`config.mk`:
```
export PLATFORM = sky130hd
export DESIGN_NAME = basic_io_irq_b3
export DESIGN_NICKNAME = d
export VERILOG_FILES = /design/src/rtl/basic_io_pkg.sv /design/src/rtl/debounce_b3.sv /design/src/rtl/display_io_b3.sv /design/src/rtl/basic_io_irq_b3.sv
export SDC_FILE = /design/constraint.sdc
export NUM_CORES = 1
export LEC_CHECK = 0
export CORE_MARGIN = 2
export CORE_UTILIZATION = 60
export DETAILED_ROUTE_END_ITERATION = 16
export PLACE_DENSITY_LB_ADDON = 0.3
export SYNTH_ARGS = -nofsm -noshare
export SYNTH_HDL_FRONTEND = slang
export SYNTH_SLANG_ARGS = --single-unit
```
`constraint.sdc`:
```
create_clock -name clk -period 4.3 [get_ports clk]
set_input_delay 1.29 -clock clk [delete_from_list [all_inputs] [get_ports clk]]
set_output_delay 1.29 -clock clk [all_outputs]
set_load 0.005 [all_outputs]
```
`src/rtl/basic_io_pkg.sv`:
```
// Shared definitions for the Basys3 I/O register block.
// Holds the register map, the blank-digit code and the hex-to-segment decoder
// used by the display driver. No ports (package).
package basic_io_pkg;

  localparam logic [7:0] ADDR_SW_LO  = 8'h00;
  localparam logic [7:0] ADDR_SW_HI  = 8'h01;
  localparam logic [7:0] ADDR_BTN    = 8'h02;
  localparam logic [7:0] ADDR_PEND   = 8'h03;
  localparam logic [7:0] ADDR_LED_LO = 8'h04;
  localparam logic [7:0] ADDR_LED_HI = 8'h05;
  localparam logic [7:0] ADDR_DP     = 8'h06;
  localparam logic [7:0] ADDR_IRQ_EN = 8'h07;
  localparam logic [7:0] ADDR_CTRL   = 8'h0b;
  localparam logic [7:0] ADDR_DIG0   = 8'h0c;

  // Bit 4 of a digit register marks the digit as blank.
  localparam logic [7:0] DIGIT_BLANK = 8'h10;

  // Active-low segments ordered {g,f,e,d,c,b,a}.
  function automatic logic [6:0] hex_to_seg(input logic [7:0] digit);
    logic [6:0] s;
    if (digit[4]) begin
      s = 7'b1111111;
    end else begin
      case (digit[3:0])
        4'h0: s = 7'b1000000;
        4'h1: s = 7'b1111001;
        4'h2: s = 7'b0100100;
        4'h3: s = 7'b0110000;
        4'h4: s = 7'b0011001;
        4'h5: s = 7'b0010010;
        4'h6: s = 7'b0000010;
        4'h7: s = 7'b1111000;
        4'h8: s = 7'b0000000;
        4'h9: s = 7'b0010000;
        4'ha: s = 7'b0001000;
        4'hb: s = 7'b0000011;
        4'hc: s = 7'b1000110;
        4'hd: s = 7'b0100001;
        4'he: s = 7'b0000110;
        default: s = 7'b0001110;
      endcase
    end
    return s;
  endfunction

endpackage

```
`src/rtl/debounce_b3.sv`:
```
// One-bit input conditioner: 2-flop synchronizer followed by a stability counter.
// Ports: clk, reset (sync, active-high), raw (asynchronous input),
//        level (debounced value), rise (one-cycle pulse on the clk edge where
//        level flips 0->1, asserted combinationally in the cycle before that edge).
module debounce_b3 #(
  parameter int DB_CYCLES = 2000000
) (
  input  logic clk,
  input  logic reset,
  input  logic raw,
  output logic level,
  output logic rise
);

  localparam int DB_W = $clog2(DB_CYCLES + 1);
  localparam logic [DB_W-1:0] CNT_LAST = DB_W'(DB_CYCLES - 1);

  logic            sync1;
  logic            sync2;
  logic [DB_W-1:0] cnt;
  logic            flip;

  // The level flips on the edge where a disagreeing input has already been
  // seen for DB_CYCLES-1 counted cycles; rise lets the caller latch the event
  // on that very same edge.
  assign flip = (sync2 != level) && (cnt == CNT_LAST);
  assign rise = flip && sync2;

  // Synchronizer and counter are cleared by reset too, so a held input is
  // re-detected from scratch afterwards.
  always_ff @(posedge clk) begin
    if (reset) begin
      sync1 <= 1'b0;
      sync2 <= 1'b0;
      cnt   <= '0;
      level <= 1'b0;
    end else begin
      sync1 <= raw;
      sync2 <= sync1;
      if (sync2 == level) begin
        cnt <= '0;
      end else if (flip) begin
        level <= sync2;
        cnt   <= '0;
      end else begin
        cnt <= cnt + 1'b1;
      end
    end
  end

endmodule

```
`src/rtl/display_io_b3.sv`:
```
// Multiplexed 4-digit 7-segment driver.
// Ports: clk, reset (sync, active-high), enable (display on), digits (4 x 8-bit
//        digit codes, digit 0 in bits [7:0]), dp_buf (one decimal point per digit),
//        seg (active-low segments), dp (active-low point), an (active-low digit select).
module display_io_b3
  import basic_io_pkg::*;
#(
  parameter int REFRESH_W = 18
) (
  input  logic        clk,
  input  logic        reset,
  input  logic        enable,
  input  logic [31:0] digits,
  input  logic [3:0]  dp_buf,
  output logic [6:0]  seg,
  output logic        dp,
  output logic [3:0]  an
);

  logic [REFRESH_W-1:0] refresh;
  logic [1:0]           sel;
  logic [7:0]           cur;

  always_ff @(posedge clk) begin
    if (reset) refresh <= '0;
    else       refresh <= refresh + 1'b1;
  end

  // The top two refresh bits pick the digit, giving a slow round-robin scan.
  assign sel = refresh[REFRESH_W-1 -: 2];
  assign cur = digits[{sel, 3'b000} +: 8];

  // Everything is dark while the display is disabled.
  always_comb begin
    seg = 7'b1111111;
    dp  = 1'b1;
    an  = 4'b1111;
    if (enable) begin
      seg = hex_to_seg(cur);
      dp  = ~dp_buf[sel];
      an  = ~(4'b0001 << sel);
    end
  end

endmodule

```
`src/rtl/basic_io_irq_b3.sv`:
```
// Basys3 on-board I/O register block on the 8-bit CPU bus, with debounced
// switches/buttons, latched button-press events (write-1-to-clear) and a
// maskable level interrupt.
// Ports: clk, reset (sync, active-high), addr/data_in/data_out/re/we (CPU bus,
//        combinational read), sw/btn (raw inputs), led, seg/dp/an (display), irq.
module basic_io_irq_b3
  import basic_io_pkg::*;
#(
  parameter int SW_W      = 16,
  parameter int BTN_N     = 5,
  parameter int LED_W     = 16,
  parameter int DIGITS    = 4,
  parameter int DB_CYCLES = 2000000
) (
  input  logic             clk,
  input  logic             reset,
  input  logic [7:0]       addr,
  input  logic [7:0]       data_in,
  output logic [7:0]       data_out,
  input  logic             re,
  input  logic             we,
  input  logic [SW_W-1:0]  sw,
  input  logic [BTN_N-1:0] btn,
  output logic [LED_W-1:0] led,
  output logic [6:0]       seg,
  output logic             dp,
  output logic [3:0]       an,
  output logic             irq
);

  localparam logic [15:0] LED_MASK = 16'((32'd1 << LED_W) - 1);

  logic [SW_W+BTN_N-1:0] raw_in;
  logic [SW_W+BTN_N-1:0] lvl;
  logic [SW_W+BTN_N-1:0] rise_v;
  logic [BTN_N-1:0]      btn_rise;
  logic                  unused_sw_rise;

  logic [15:0]      led_r;
  logic [3:0]       dp_buf;
  logic             ctrl_r;
  logic [BTN_N-1:0] irq_en;
  logic [BTN_N-1:0] btn_pend;
  logic [BTN_N-1:0] pend_clr;
  logic [3:0][7:0]  digit_r;
  logic [3:0][7:0]  digits_disp;
  logic             irq_r;

  logic [15:0] sw16;
  logic [7:0]  btn8;
  logic [7:0]  pend8;
  logic [7:0]  en8;

  // Switches occupy the low debouncer slots, buttons the high ones.
  assign raw_in = {btn, sw};

  for (genvar i = 0; i < SW_W + BTN_N; i++) begin : g_db
    debounce_b3 #(.DB_CYCLES(DB_CYCLES)) u_db (
      .clk   (clk),
      .reset (reset),
      .raw   (raw_in[i]),
      .level (lvl[i]),
      .rise  (rise_v[i])
    );
  end

  assign btn_rise       = rise_v[SW_W +: BTN_N];
  assign unused_sw_rise = ^rise_v[SW_W-1:0];

  // W1C mask for the pending register; only a write to the pend address clears.
  always_comb begin
    pend_clr = '0;
    if (we && addr == ADDR_PEND) pend_clr = data_in[BTN_N-1:0];
  end

  // Register file. New press events are OR'd in after the clear so a set and a
  // clear on the same edge leave the bit set. irq samples the pre-edge pend/en,
  // which is what makes it lag one cycle behind them.
  always_ff @(posedge clk) begin
    if (reset) begin
      led_r    <= '0;
      dp_buf   <= '0;
      ctrl_r   <= 1'b0;
      irq_en   <= '0;
      btn_pend <= '0;
      digit_r  <= {4{DIGIT_BLANK}};
      irq_r    <= 1'b0;
    end else begin
      btn_pend <= (btn_pend & ~pend_clr) | btn_rise;
      irq_r    <= |(btn_pend & irq_en);
      if (we) begin
        case (addr)
          ADDR_LED_LO: led_r[7:0]  <= data_in & LED_MASK[7:0];
          ADDR_LED_HI: led_r[15:8] <= data_in & LED_MASK[15:8];
          ADDR_DP:     dp_buf      <= data_in[3:0];
          ADDR_IRQ_EN: irq_en      <= data_in[BTN_N-1:0];
          ADDR_CTRL:   ctrl_r      <= data_in[0];
          default: ;
        endcase
        for (int d = 0; d < DIGITS; d++) begin
          if (addr == ADDR_DIG0 + 8'(d)) digit_r[d] <= data_in;
        end
      end
    end
  end

  // Zero-extended views so narrow parameterisations read 0 in unused bits.
  always_comb begin
    sw16  = '0;
    btn8  = '0;
    pend8 = '0;
    en8   = '0;
    sw16[SW_W-1:0]   = lvl[SW_W-1:0];
    btn8[BTN_N-1:0]  = lvl[SW_W +: BTN_N];
    pend8[BTN_N-1:0] = btn_pend;
    en8[BTN_N-1:0]   = irq_en;
  end

  // Reads are purely combinational and side-effect free.
  always_comb begin
    data_out = '0;
    if (re) begin
      case (addr)
        ADDR_SW_LO:  data_out = sw16[7:0];
        ADDR_SW_HI:  data_out = sw16[15:8];
        ADDR_BTN:    data_out = btn8;
        ADDR_PEND:   data_out = pend8;
        ADDR_LED_LO: data_out = led_r[7:0];
        ADDR_LED_HI: data_out = led_r[15:8];
        ADDR_DP:     data_out = {4'b0000, dp_buf};
        ADDR_IRQ_EN: data_out = en8;
        ADDR_CTRL:   data_out = {7'b0000000, ctrl_r};
        default: begin
          for (int d = 0; d < DIGITS; d++) begin
            if (addr == ADDR_DIG0 + 8'(d)) data_out = digit_r[d];
          end
        end
      endcase
    end
  end

  always_comb begin
    for (int d = 0; d < 4; d++) begin
      digits_disp[d] = (d < DIGITS) ? digit_r[d] : DIGIT_BLANK;
    end
  end

  display_io_b3 u_disp (
    .clk    (clk),
    .reset  (reset),
    .enable (ctrl_r),
    .digits (digits_disp),
    .dp_buf (dp_buf),
    .seg    (seg),
    .dp     (dp),
    .an     (an)
  );

  assign led = led_r[LED_W-1:0];
  assign irq = irq_r;

endmodule
```
# Word level (Yosys, flattened, before mapping)
# Memory sizes are Yosys's and may differ from the RTL's.
# Index checks and enable logic that the tools add are counted.
dict set report totals {
  ff_bits 586
  romBits 112
  input_bits 41
  output_inout_bits 37
  wordCells 317
  memories 1
}
dict set report classes {
  addsub 22
  magnitude_cmp 1
  eq_ne 75
  shift 2
  mux 13
  n_bitwise 27
  n_reduce_logical 80
}
# name words width rd rd_clocked_by_memory_dff write_ports line_no
set mem_list {}
lappend mem_list {{(no name shown)} 16 7 1 0 0 basic_io_pkg.sv:26} ;# case (digit[3:0])
# op count
set op_table {}
lappend op_table {{$add A21 B1 Y21 const B} 21}
lappend op_table {{$eq A21 B21 Y1 const B} 21}
lappend op_table {{$pmux W8 S9} 1}
lappend op_table {{$reduce_or A3 Y1} 21}
lappend op_table {{$reduce_and A2 Y1} 30}
lappend op_table {{$eq A8 B4 Y1 const B} 5}
lappend op_table {{$mux W8} 5}
lappend op_table {{$eq A8 B3 Y1 const B} 4}
lappend op_table {{$shiftx A32 B6 Y5} 1}
lappend op_table {{$logic_and A1 B1 Y1} 27}
lappend op_table {{$not A1 Y1} 22}
lappend op_table {{$eq A1 B1 Y1} 21}
lappend op_table {{$ne A1 B1 Y1} 21}
lappend op_table {{$add A18 B1 Y18 const B} 1}
lappend op_table {{$eq A8 B2 Y1 const B} 2}
lappend op_table {{$mux W7} 2}
lappend op_table {{$and A5 B5 Y5} 2}
lappend op_table {{$eq A8 B1 Y1 const B} 1}
lappend op_table {{$logic_not A8 Y1} 1}
lappend op_table {{$mux W5} 1}
lappend op_table {{$not A5 Y5} 1}
lappend op_table {{$or A5 B5 Y5} 1}
lappend op_table {{$reduce_or A5 Y1} 1}
lappend op_table {{$mux W4} 1}
lappend op_table {{5 further kinds} 6}

# Longest topological paths before layout
dict set report depth {
  ltp_word 7
  mapped_depth 7
  depth_no_buf 6
}

# Modules after synthesis
# From an unflattened synthesis, not the netlist that was laid out.
dict set report hier_totals {
  hier_cells 3159
  hier_area_um2 28005.6
}
# mod n_inst cells_each area_per_inst_um2 seq_area_each_um2
set modules_own_cells {}
lappend modules_own_cells {{debounce_b3 at g_db[0].u_db ...} 20 129 1123.6 480.5}
lappend modules_own_cells {basic_io_irq_b3 1 318 3221.8 1281.2}
lappend modules_own_cells {display_io_b3 1 136 1238.7 360.3}
lappend modules_own_cells {{debounce_b3 at g_db[19].u_db} 1 125 1073.5 480.5}

# Worst setup path after synthesis
# OpenSTA, ideal clock, no wires.
dict set report synth_path {
  path_type {input -> output}
  startpoint {input port addr[0]}
  endpoint {output port data_out[0]}
  arrival_time_ps 2618
  required_time_ps 3010
  slack_ps 392
  cell_stages 6
  n_path_buf 2
  cell_sequence {buf_2 > buf_1 > or3b_2 > a21oi_1 > o21ai_0 > a311oi_1}
}
dict set report synth_via {
  elab_chain_len 7
  word_cells_on_any_way 19
  cone_classes {12 x eq/ne; 6 x mux; 1 x reduce/logical}
}
# item line_no
set synth_rtl {}
lappend synth_rtl {{start: declaration} basic_io_irq_b3.sv:17} ;# input logic [7:0] addr,
lappend synth_rtl {{$eq A8 B4 Y1} basic_io_irq_b3.sv:135} ;# if (addr == ADDR_DIG0 + 8'(d)) data_out = digit_r[d];
lappend synth_rtl {{$mux W8 (4 in series)} basic_io_irq_b3.sv:135}
lappend synth_rtl {{$pmux W8 S9 (*)} basic_io_irq_b3.sv:123} ;# case (addr)
lappend synth_rtl {{$mux W8 (*)} basic_io_irq_b3.sv:122} ;# if (re) begin
lappend synth_rtl {{end: declaration} basic_io_irq_b3.sv:19} ;# output logic [7:0] data_out,
# Every way passes the cells marked *; elsewhere a longest branch is shown, timed or not.

# Worst setup path after layout
dict set report layout_path {
  startpoint {input port addr[2]}
  endpoint {output port data_out[3]}
}
# The elaborated chain is that of the path after synthesis.

==> results.md <==
| Stage | Quantity | This run |
|---|---|---|
| setup path | Slowest-stage cell, CP | mux4_2 |
| setup path | Kind of critical path | input pin to output pin |
| setup path | Cell type with the highest occurrence count on the critical path | buf_4 |
| layout | Filler cell count in the final layout | 3331 |
| hold path | HP Class | flip-flop to flip-flop |
| placement | DP HPWL | 41180 µm |
| cts | Source-to-sink clock delay at the later pin of the worst-skew pair | 620 ps |
| placement | Final weighted congestion in routability-driven placement | 0.9157 |
| setup path | Required time of the critical path | 3010 ps |
| route | Total detailed-routing wirelength | 60390 µm |
| placement | Cell area after placement | 27900 µm² |
| grt | Number of global-route vias before repair | 21025 |
| route | Avg WL per Cell | 16.15 µm |
| timing | Final setup violation count | 0 |
| setup path | Critical Path AT | 2980 ps |
| route | Residual DRC count | 0 |
| layout | Summed area of non-filler cells in the final layout | 30270 µm² |
| power | Power Total | 11210 µW |
| setup path | Crit-path max FO | 7 |
| placement | Number of I/O port buffers | 77 |
| timing | Post-Route Hold Slack | 433.8 ps |
| outcome | Result of the run | finished clean |
| power | Proportion of total power due to net switching | 20.85% |
| floorplan | Horizontal die dimension | 214.1 µm |
| timing | Worst Skew | 16.96 ps |
| yosys | Post-synth top flop | dfxtp_1 |
| yosys | Xor and xnor area share after synthesis | 9.491% |
| setup path | CP startpoint kind | input pin |
| timing | Minimum period implied by the final worst setup slack | 4265 ps |
| cts | Num CTS Buffers | 59 |
| yosys | Count of flip-flops with a built-in enable after synthesis | 0 |
| setup path | Critical Path Sink Type | output pin |
| cts | CTS HTree Levels | 2 |
| power | Switching pwr | 2337 µW |
| route | Vias per cell | 5.939 |
| timing | Post-route setup TNS | 0 ps |
| cts | Hold buffers post-CTS | 0 |
| cts | Clock tree from TritonCTS | yes |
| yosys | Gate count of the mapped netlist | 3025 |
| cts | Cell at the root of the clock tree | clkbuf_16 |
| yosys | Combinational family with the most area after synthesis | simple AND/OR/NAND/NOR gates |
| floorplan | Initial Utilization | 61.08% |
| timing | Transition at the pin with the smallest max-transition slack | 1262 ps |
| power | Maximum resistive drop on vdd | 326.4 µV |
| power | Power Density | 370.1 nW/µm² |
| timing | Minimum setup slack in the final design | 34.71 ps |
| route | DR iter-0 viols | 1362 |
| cts | Maximum root-to-sink buffer count | 3 |
| floorplan | Area of the die | 45840 µm² |
| route | Number of optimization iterations in the first detailed-route pass | 5 |
| yosys | Most used standard cells in the synthesized netlist | dfxtp_1, nor2_1, a21oi_1 |
| yosys | Top cells by area, synth | dfxtp_1, nor2_1, xnor2_1, xor2_1, a21oi_1 |
| hold path | Worst Min Path Start | g_db[5].u_db.sync1 |
| route | Final ANT Viol Nets | 0 |
| setup path | Crit Reg-Reg Startpoint | g_db[16].u_db.cnt[8] |
| placement | Setup slack after placement | -704.4 ps |
| timing | Worst slew margin relative to its limit | 15.70% |
| yosys | Post-synthesis async set-or-reset flop share | 0% |
| timing | Upper clock frequency limit | 234.5 MHz |
| grt | First-pass GRT wire length | 100700 µm |
| layout | Area growth syn-to-layout | 14.31% |
| flow run | Number of max-cap violations | 0 |
| power | Internal power | 8869 µW |
| grt | Initial antenna violation count | 4 |
| cts | Clk sink count | 586 |
| yosys | Sequential share of the synthesized area | 44.30% |
| yosys | Adder and majority cell fraction of the synthesized area | 1.323% |
| setup path | Slowest stage delay, CP | 500 ps |
| yosys | Cell type with the largest total area after synthesis | dfxtp_1 |
| yosys | Yosys warning count | 0 |
| yosys | Synth Register Bits | 586 |
| layout | Net total in the final layout | 3172 |
| yosys | Most common cell in the netlist | dfxtp_1 |
| yosys | Average instance area after synthesis | 8.755 µm² |
| grt | Largest net degree at the start of global routing | 68 |
| timing | Number of max-slew violations in the final report | 0 |
| route | Total via count in the routed design | 22212 |
| power | Leakage power figure | 0.009557 µW |
| floorplan | Number of placement rows | 76 |
| floorplan | Chip Height | 214.1 µm |
| yosys | Number of different library cells in the post-synthesis netlist | 76 |
| setup path | Worst-path cell chain | clkdlybuf4s15_2, buf_12, buf_4, mux4_2, mux2i_2, a211oi_2, buf_4, dlygate4sd2_1 |
| yosys | Net count of the mapped netlist | 3094 |
| yosys | Post-synthesis simple-gate area fraction | 27.87% |
| grt | Aggregate global-route resource usage | 25.62% |
| yosys | Mapped cell area | 26480 µm² |
| floorplan | Total I/O pin count | 78 |
| yosys | Post-synth top area share | 44.30% |
| yosys | Compound-Gate Fraction of Synth Area | 9.992% |
| cts | Clock slew seen by the registers of the worst setup and hold paths | 60 ps |
| power | Seq pwr share | 48.8% |
| yosys | Multiplexer area fraction after synthesis | 3.590% |
| setup path | Beginning of the critical path | addr[2] |
| floorplan | Area of the core | 43360 µm² |
| power | Share of power burned in combinational logic | 2.3% |
| layout | Fraction of layout instances using a drive strength above 1 | 8.598% |
| timing | Final Hold Vio Count | 0 |
| timing | Crit share post-route | 99.19% |
| power | Part of the total power dissipated in the clock network | 48.8% |
| grt | Global route total overflow | 0 |
## placed cells by master (no fill, tap or decap), drive strengths merged, types with 57 or more instances in the layout
master / n
nor3: 66
mux2i: 68
clkbuf: 89
nand2: 151
buf: 77
dfxtp: 586
nand3: 157
xnor2: 158
inv: 101
nor2: 396
a21oi: 185
xor2: 129
or3: 117
o21ai: 135
clkdlybuf4s50: 60
or4: 83
nor2b: 57
nand4: 113
## flip-flops by register name (all words and copies together) (netlist names)
| signal | cells |
|---|---|
| dp_buf | 4 |
| u_disp.refresh | 18 |
| ctrl_r | 1 |
| g_db.u_db.sync2 | 21 |
| g_db.u_db.cnt | 441 |
| g_db.u_db.level | 21 |
| btn_pend | 5 |
| g_db.u_db.sync1 | 21 |
| irq | 1 |
| irq_en | 5 |
| led | 16 |
| digit_r | 32 |
## area by class of cell
type | instances | area, µm² | share of cell area (%)
diodes | 3 | 7.507 | 0.02480
clock inverters | 22 | 321.6 | 1.062
well taps | 585 | 732.0 | 2.418
repair buffers | 151 | 1356 | 4.480
flip-flops and latches | 586 | 11740 | 38.77
clock buffers | 88 | 1795 | 5.931
inverters | 98 | 367.9 | 1.215
multi-input cells | 2207 | 13960 | 46.10
## worst max-delay path, delay by kind of cell
family | cells | cell delay, ps
buffers and inverters | 5 | 840
multiplexers | 2 | 740
AO/OA/AOI/OAI | 1 | 100
## per-stage QoR
stage	util [%]	instances
detailed placement	64.34	3612
finish	69.82	3740
global placement	64.34	3612
global route	69.81	3738
CTS	69.64	3731
floorplan	-	3025
## power groups by stage
stage / Combinational [µW] / Clock (µW) / Sequential, µW
CTS: 257 / 5560 / 5470
detailed placement: 243 / 0 / 5590
global route: 281 / 5770 / 5470
floorplan: 134 / 0 / 5590
global placement: 237 / 0 / 5590
finish: 261 / 5470 / 5470
## layer usage
metal | GRT usage, % | routed length [µm]
met1 | 32.66 | 26580
met2 | 44.43 | 29090
met3 | 4.312 | 3228
met4 | 7.917 | 1489
met5 | 0 | 8
## kinds of logic (layout without fill, tap and decap cells)
group                    after synthesis  in the layout
multiplexers                          83             83
XOR/XNOR                             287            287
other                                  0              3
adder cells (fa/ha/maj)               28             28
buffers and inverters                232            359
AO/OA/AOI/OAI                        447            447
AND/OR/NAND/NOR                     1362           1362
flip-flops                           586            586
## path summary, 6_finish.rpt
| check | endpoint | slack (ps) | depth (start not counted) |
|---|---|---|---|
| hold / removal | g_db[5].u_db.sync2 | 430 | 1 |
| setup reg to reg | g_db[16].u_db.cnt[5] | 1780 | 4 |
| setup / recovery | data_out[3] | 30 | 8 |
| hold reg to reg | g_db[5].u_db.sync2 | 430 | 1 |
## timing repair
item / CTS / global route
setup buffers: 9 / 6
pin swaps: 11 / 5
resized for setup: 59 / 12
cloned: 1 / 0
setup endpoints to repair: 15 / 7
hold endpoints to repair: 0 / 0
(Power assumes the default switching activity.)
